## config.mk

```make
export PLATFORM = sky130hd
export DESIGN_NAME = fir_decim_buffer
export DESIGN_NICKNAME = d
export VERILOG_FILES = /design/src/rtl/fir_decim_buffer.sv
export SDC_FILE = /design/constraint.sdc
export NUM_CORES = 1
export LEC_CHECK = 0
export CORE_MARGIN = 3
export CORE_UTILIZATION = 41
export CTS_BUF_LIST = sky130_fd_sc_hd__clkbuf_2
export CTS_CLUSTER_DIAMETER = 100
export CTS_CLUSTER_SIZE = 8
export DETAILED_ROUTE_END_ITERATION = 10
export GPL_TIMING_DRIVEN = 0
export PLACE_DENSITY_LB_ADDON = 0.12
export SYNTH_ARGS = -nofsm -noshare
export SYNTH_HDL_FRONTEND = slang
export SYNTH_SLANG_ARGS = --single-unit
```

## constraint.sdc

```tcl
create_clock -name clk -period 3.21 [get_ports clk]
set_input_delay 0.642 -clock clk [delete_from_list [all_inputs] [get_ports clk]]
set_output_delay 0.642 -clock clk [all_outputs]
set_load 0.05 [all_outputs]
```

## src/rtl/fir_decim_buffer.sv

```systemverilog
// fir_decim_buffer: skip FIR fill samples, keep every DECIM-th, buffer in a FWFT FIFO with drop accounting
module fir_decim_buffer #(
    parameter int DECIM = 4,
    parameter int DEPTH = 8,
    parameter int SKIP  = 8
) (
    input  logic                    clk,
    input  logic                    rst,
    input  logic signed [15:0]      y_in,
    output logic signed [15:0]      m_data,
    output logic                    m_valid,
    input  logic                    m_ready,
    output logic [$clog2(DEPTH):0]  level,
    output logic                    overflow,
    output logic [7:0]              drop_cnt
);
    localparam int AW = $clog2(DEPTH);
    localparam int LW = AW + 1;
    localparam logic [7:0] SKIP_V = 8'(SKIP);
    localparam logic [7:0] PH_MAX = 8'(DECIM - 1);
    localparam logic [LW-1:0] FULL_V = LW'(DEPTH);

    logic [7:0]          r_skip;
    logic [7:0]          r_phase;
    logic [AW-1:0]       r_wr;
    logic [AW-1:0]       r_rd;
    logic [LW-1:0]       r_level;
    logic                r_ovf;
    logic [7:0]          r_drop;
    logic signed [15:0]  r_mem [DEPTH];

    logic w_run;
    logic w_cap;
    logic w_pop;
    logic w_full;
    logic w_push;
    logic w_drop;

    assign w_run  = (r_skip == SKIP_V);
    assign w_cap  = w_run && (r_phase == 8'd0);
    assign w_pop  = m_valid && m_ready;
    assign w_full = (r_level == FULL_V);
    assign w_push = w_cap && (!w_full || w_pop);
    assign w_drop = w_cap && w_full && !w_pop;

    assign m_valid  = (r_level != '0);
    assign m_data   = m_valid ? r_mem[r_rd] : '0;
    assign level    = r_level;
    assign overflow = r_ovf;
    assign drop_cnt = r_drop;

    // skip counter saturates at SKIP, then the decimation phase free-runs
    always_ff @(posedge clk) begin
        if (rst) begin
            r_skip  <= '0;
            r_phase <= '0;
        end else if (!w_run) begin
            r_skip <= r_skip + 8'd1;
        end else begin
            r_phase <= (r_phase == PH_MAX) ? 8'd0 : r_phase + 8'd1;
        end
    end

    // FIFO pointers, occupancy and sticky drop accounting
    always_ff @(posedge clk) begin
        if (rst) begin
            r_wr    <= '0;
            r_rd    <= '0;
            r_level <= '0;
            r_ovf   <= 1'b0;
            r_drop  <= '0;
        end else begin
            if (w_push) r_wr <= r_wr + AW'(1);
            if (w_pop) r_rd <= r_rd + AW'(1);
            r_level <= r_level + LW'(w_push) - LW'(w_pop);
            if (w_drop) begin
                r_ovf <= 1'b1;
                if (r_drop != 8'hFF) r_drop <= r_drop + 8'd1;
            end
        end
    end

    // sample storage; contents are don't-care while empty since m_data is gated
    always_ff @(posedge clk) begin
        if (!rst && w_push) r_mem[r_wr] <= y_in;
    end
endmodule

```

### Word level (Yosys, flattened, before mapping)

Memory sizes are Yosys's and may differ from the RTL's. A register that Yosys moved wholly into a read port is not among the register bits.
Cells that the tools add are included.

| storage, ports and cells | value |
|---|---|
| register bits | 35 |
| memory bits (writable) | 128 |
| input bits | 19 |
| output and inout port bits | 30 |
| logic and storage cells | 38 |
| memories | 1 |

Memories:

| memory | words | width | read ports | clocked after memory_dff | wr ports | line | source |
|---|---|---|---|---|---|---|---|
| r_mem | 8 | 16 | 1 | 1 | 1 | 30 | `logic signed [15:0] r_mem [DEPTH];` |

| operators by class | value |
|---|---|
| add/sub/neg operators | 7 |
| equality and inequality tests | 4 |
| muxes and demuxes | 6 |
| reductions and logical operators | 13 |

Operator list:

| operator | number |
|---|---|
| 8-bit by 1-bit adder with 8-bit output, second input constant | 3 |
| 16-bit 2-to-1 mux | 1 |
| 8-bit by 2-bit equality test with 1-bit output, second input constant | 1 |
| 8-bit by 4-bit equality test with 1-bit output, second input constant | 1 |
| 8-bit zero test | 1 |
| 8-bit 2-to-1 mux | 1 |
| 8-bit inequality test, second input constant | 1 |
| 3-bit by 1-bit adder with 3-bit output, second input constant | 2 |
| 1-bit logical AND | 6 |
| 3-bit 2-to-1 mux | 2 |
| 4-bit by 1-bit adder with 4-bit output | 1 |
| 4-bit equality test, second input constant | 1 |
| 4-bit nonzero test | 1 |
| 4-bit by 1-bit subtractor with 4-bit output | 1 |
| 1-bit zero test | 3 |
| 1-bit 2-to-1 mux | 2 |
| 2-bit AND reduction | 1 |
| 1-bit logical OR | 1 |

### Longest topological paths before layout

| logic depth | value |
|---|---|
| depth after elaboration | 7 |
| gate-level depth with buffers | 13 |
| gate-level depth less buffers | 12 |

### Worst setup path before layout

Ideal clock, no wire load.

| timing path | value |
|---|---|
| path type | register to register |
| from | register r_level[2] (netlist: level[2]) |
| to | memory r_mem[4][0], enable pin |
| library setup time | 0.409 ns |
| data arrival time | 2.925 ns |
| required time | 2.801 ns |
| setup slack | -0.125 ns |
| cell stages (with the launch flop) | 8 |
| path buffers | 1 |
| period minus slack after synthesis | 3.335 ns |
| cells stage by stage | dfxtp_1 -> inv_1 -> ha_1 -> nand2b_1 -> nand3_1 -> clkbuf_1 -> nand4_1 -> nor3_1 |

| between the ends | value |
|---|---|
| longest elaborated chain between the ends | 7 |
| elaborated cells between the ends (all ways) | 9 |
| classes of those cells | eq/ne (1); mux (2); reduce/logical (6) |

RTL lines:

| item | line | source |
|---|---|---|
| start, declared | 27 | `logic [LW-1:0] r_level;` |
| start signal, assigned | 75 | `r_level <= r_level + LW'(w_push) - LW'(w_pop);` |
| 4-bit equality test or 4-bit nonzero test (tied branches) | 42, 46 |  |
| 1-bit zero test or 1-bit logical AND (tied branches) | 43, 41 |  |
| 1-bit logical OR * | 43 | `assign w_push = w_cap && (!w_full \|\| w_pop);` |
| 1-bit logical AND * | 43 |  |
| 1-bit logical AND * | 85 | `if (!rst && w_push) r_mem[r_wr] <= y_in;` |
| 1-bit 2-to-1 mux * | 85 |  |
| 1-bit 2-to-1 mux (not written as such) * | 85 |  |
| end, declared | 30 |  |

Mark *: on every way between the ends. The rest lies on a longest branch, timed or not.

==> results_dict.tcl <==
set metrics [dict create \
    die-width_um 135 \
    cts_tree "yes" \
    number_of_buffers_added_by_the_clock_tree_synthesis_step 17 \
    synth_cell_type_count 49 \
    cts_hold_buffers 0 \
    vias 3817 \
    required_ns 2.57 \
    chipHeight_um 135 \
    setup_total_negative_slack_ns 0 \
    p_total_uw 5360 \
    clk_transition_reported_paths_ns 0.21 \
    setup_viol 0 \
    worstHoldPathType "input port to flop" \
    clock_tree.buffer_depth 2 \
    floorplan.die_area_sq_mm 0.0182 \
    place.detailed.hpwl_um 9360 \
    cp-end-kind "primary output" \
    post-place-ws_ns -0.257 \
    synth_sequential_area_ratio 0.675 \
    drt_iter0_drc 215 \
    synth-seq-cells 166 \
    syn2layout_area_growth_pct 16.7 \
    global_route.usage.total 0.164 \
    grt_pass1_vias 3982 \
    num_antenna_cells 0 \
    grt_max_degree 17 \
    postSynthAreaPerCell_sq_um 16.1 \
    globalRoute.totalOverflow 0 \
    worst_ir_drop_vdd_mv 0.460 \
    syn-instance-count 425 \
    status "complete, no violations" \
    critPathMaxStageDelay_ns 0.52 \
    layout_worst_path_cycle_share 0.952 \
    io_buffers 47 \
    drt-vias-per-instance 5.26 \
    utilization 0.496 \
    critical-path-slowest-cell "mux4_2" \
    synth.most_common_cell "edfxtp_1" \
    route.detailed.drc 0 \
    asyncSetResetFlopFracSynth 0 \
    htree_levels 4 \
    report.final.slew_viol_count 0 \
    synthesis.nets 457 \
    synth_flop_cell "edfxtp_1" \
    grt_first_pass_wirelength_um 22300 \
    core-area_sq_mm 0.0161 \
    clk_latency_ns 0.72 \
    drt-pass1-iter-count 4 \
    start_util 0.425 \
    synth_common_cells "128 x edfxtp_1, 43 x nor2_1, 38 x dfxtp_1, 32 x mux4_2, 16 x mux2i_1" \
    critical-path-top-delay-family "multiplexers" \
    synth_edf_count 128 \
    finalClockSkew_ns 0.0232 \
    timing.critical_path.cells "buf_6 > mux4_2 > mux2i_1 > nor2_1 > clkdlybuf4s15_2" \
    synthTopCellsByArea "edfxtp_1 56%, dfxtp_1 11%, mux4_2 11%" \
    cap_violations 0 \
    final.hold.worst_slack_ns 0.406 \
    worst_slew_pin_slew_ns 0.614 \
    combined_buffer_and_inverter_count_along_the_critical_path 2 \
    finish.net_count 528 \
    fmax_ghz 0.327 \
    clk_root_buffer_cell "clkbuf_2" \
    fraction_of_final_layout_cells_with_drive_strength_greater_than_1 0.228 \
    placementRows 46 \
    top_cell_type_s_share_of_synthesized_area 0.563 \
    yosysWarnings 0 \
    drt-total-wl_um 13900 \
    ios 49 \
    wire_per_inst_um 19.1 \
    antenna_found_initial 0 \
    power-per-cell-area_mw_per_mm2 674 \
    antenna_left 0 \
    final_weighted_congestion_of_routability_driven_global_placement 0.778 \
    setup.worst_path.class "flop to primary output" \
    grt_setup_unrepaired "yes" \
    arrival_ns 2.41 \
    leakagePower_uw 0.00257 \
    setup.worst_path.start_class "flop" \
    slew_headroom 0.590 \
    synth.largest_area_cell "edfxtp_1" \
    syn_area_sq_mm 0.00682 \
    tritoncts_num_sinks 166 \
    post-route-worst-setup-slack_ns 0.155 \
    layout_min_cycle_time_ns 3.05 \
    final-hold-violation-count 0 \
    path_max_fanout 10 \
]
## path summary, 6_finish.rpt
| kind | from | end | slack, ns | cells past startpoint |
|---|---|---|---|---|
| max | flop | m_data[13] | 0.16 | 5 |
| min | rst | drop_cnt[5] | 0.41 | 3 |
| min reg2reg | overflow | overflow | 0.50 | 1 |
| max reg2reg | r_skip[0] | r_mem[5][1] | 0.33 | 8 |
## metrics by stage
stage	instance area, sq um	std cells
2_1_floorplan	6830	425
3_3_place_gp	7570	688
3_5_place_dp	7750	696
4_1_cts	8030	725
5_1_grt	7960	725
6_report	7960	725
## worst min-delay path, cell delays in order
cell and delay, ns:
clkbuf_1 0.19, nor2b_1 0.14, mux2_1 0.13
## state kept, by name (all words and copies together), names as in the netlist, named ones only
| signal | flops |
|---|---|
| drop_cnt | 8 |
| r_phase | 8 |
| level | 4 |
| overflow | 1 |
| r_skip | 8 |
| r_mem | 128 |
| r_rd | 3 |
| r_wr | 3 |
## logic make-up (layout without fill, tap and decap cells)
family | Yosys count | after routing | synth area share
XOR/XNOR | 17 | 17 | 0.0218
AND/OR/NAND/NOR | 125 | 125 | 0.105
flip-flops | 166 | 166 | 0.675
AO/OA/AOI/OAI | 22 | 22 | 0.0194
multiplexers | 52 | 52 | 0.136
buffers and inverters | 30 | 114 | 0.0183
adder cells (fa/ha/maj) | 13 | 13 | 0.0249
## what timing repair did
item / in CTS / in global routing
endpoints found under the setup margin: 17 / 15
gates resized for setup: 70 / 20
setup buffers: 0 / 0
gates cloned: 0 / 0
## final cells by class
class / count / area [sq um]
sequential: 166 / 4610
clock buffer: 24 / 120
tap: 216 / 270
clock inverter: 8 / 111
multi-input combinational: 229 / 2130
inverter: 10 / 37.5
buffer: 17 / 111
timing repair buffer: 55 / 578
fill: 1374 / 8090
## cell usage in the layout, fill, tap and decap left out, drive strengths merged, types with 4 or more instances in the layout
cell           Yosys  routed
edfxtp           128     128
nor2              44      44
dfxtp             38      38
clkbuf            13      35
mux4              32      32
clkdlybuf4s50      0      30
buf                7      25
mux2i             16      16
nand3             14      14
nand2             13      13
ha                12      12
inv               10      10
xnor2             10      10
a21oi             10      10
nor3               9       9
nor2b              8       8
xor2               7       7
nand4              6       6
nor4               6       6
clkdlybuf4s15      0       5
clkinv             0       5
and4               4       4
and2               4       4
mux2               4       4
## per-layer routing
metal  GRT usage  up-vias  routed length, um
li1            -     1780                  -
met1       0.215     1950               6170
met2       0.268       70               6980
met3      0.0391       17                495
met4      0.0610        0                215
met5           0        -                  0
## power by group
part	switching [uW]	total (uW)	internal (uW)
combinational	1180	1840	666
clock	661	1110	447
sequential	52.6	2410	2360
Power figures use the tool's default switching activity.
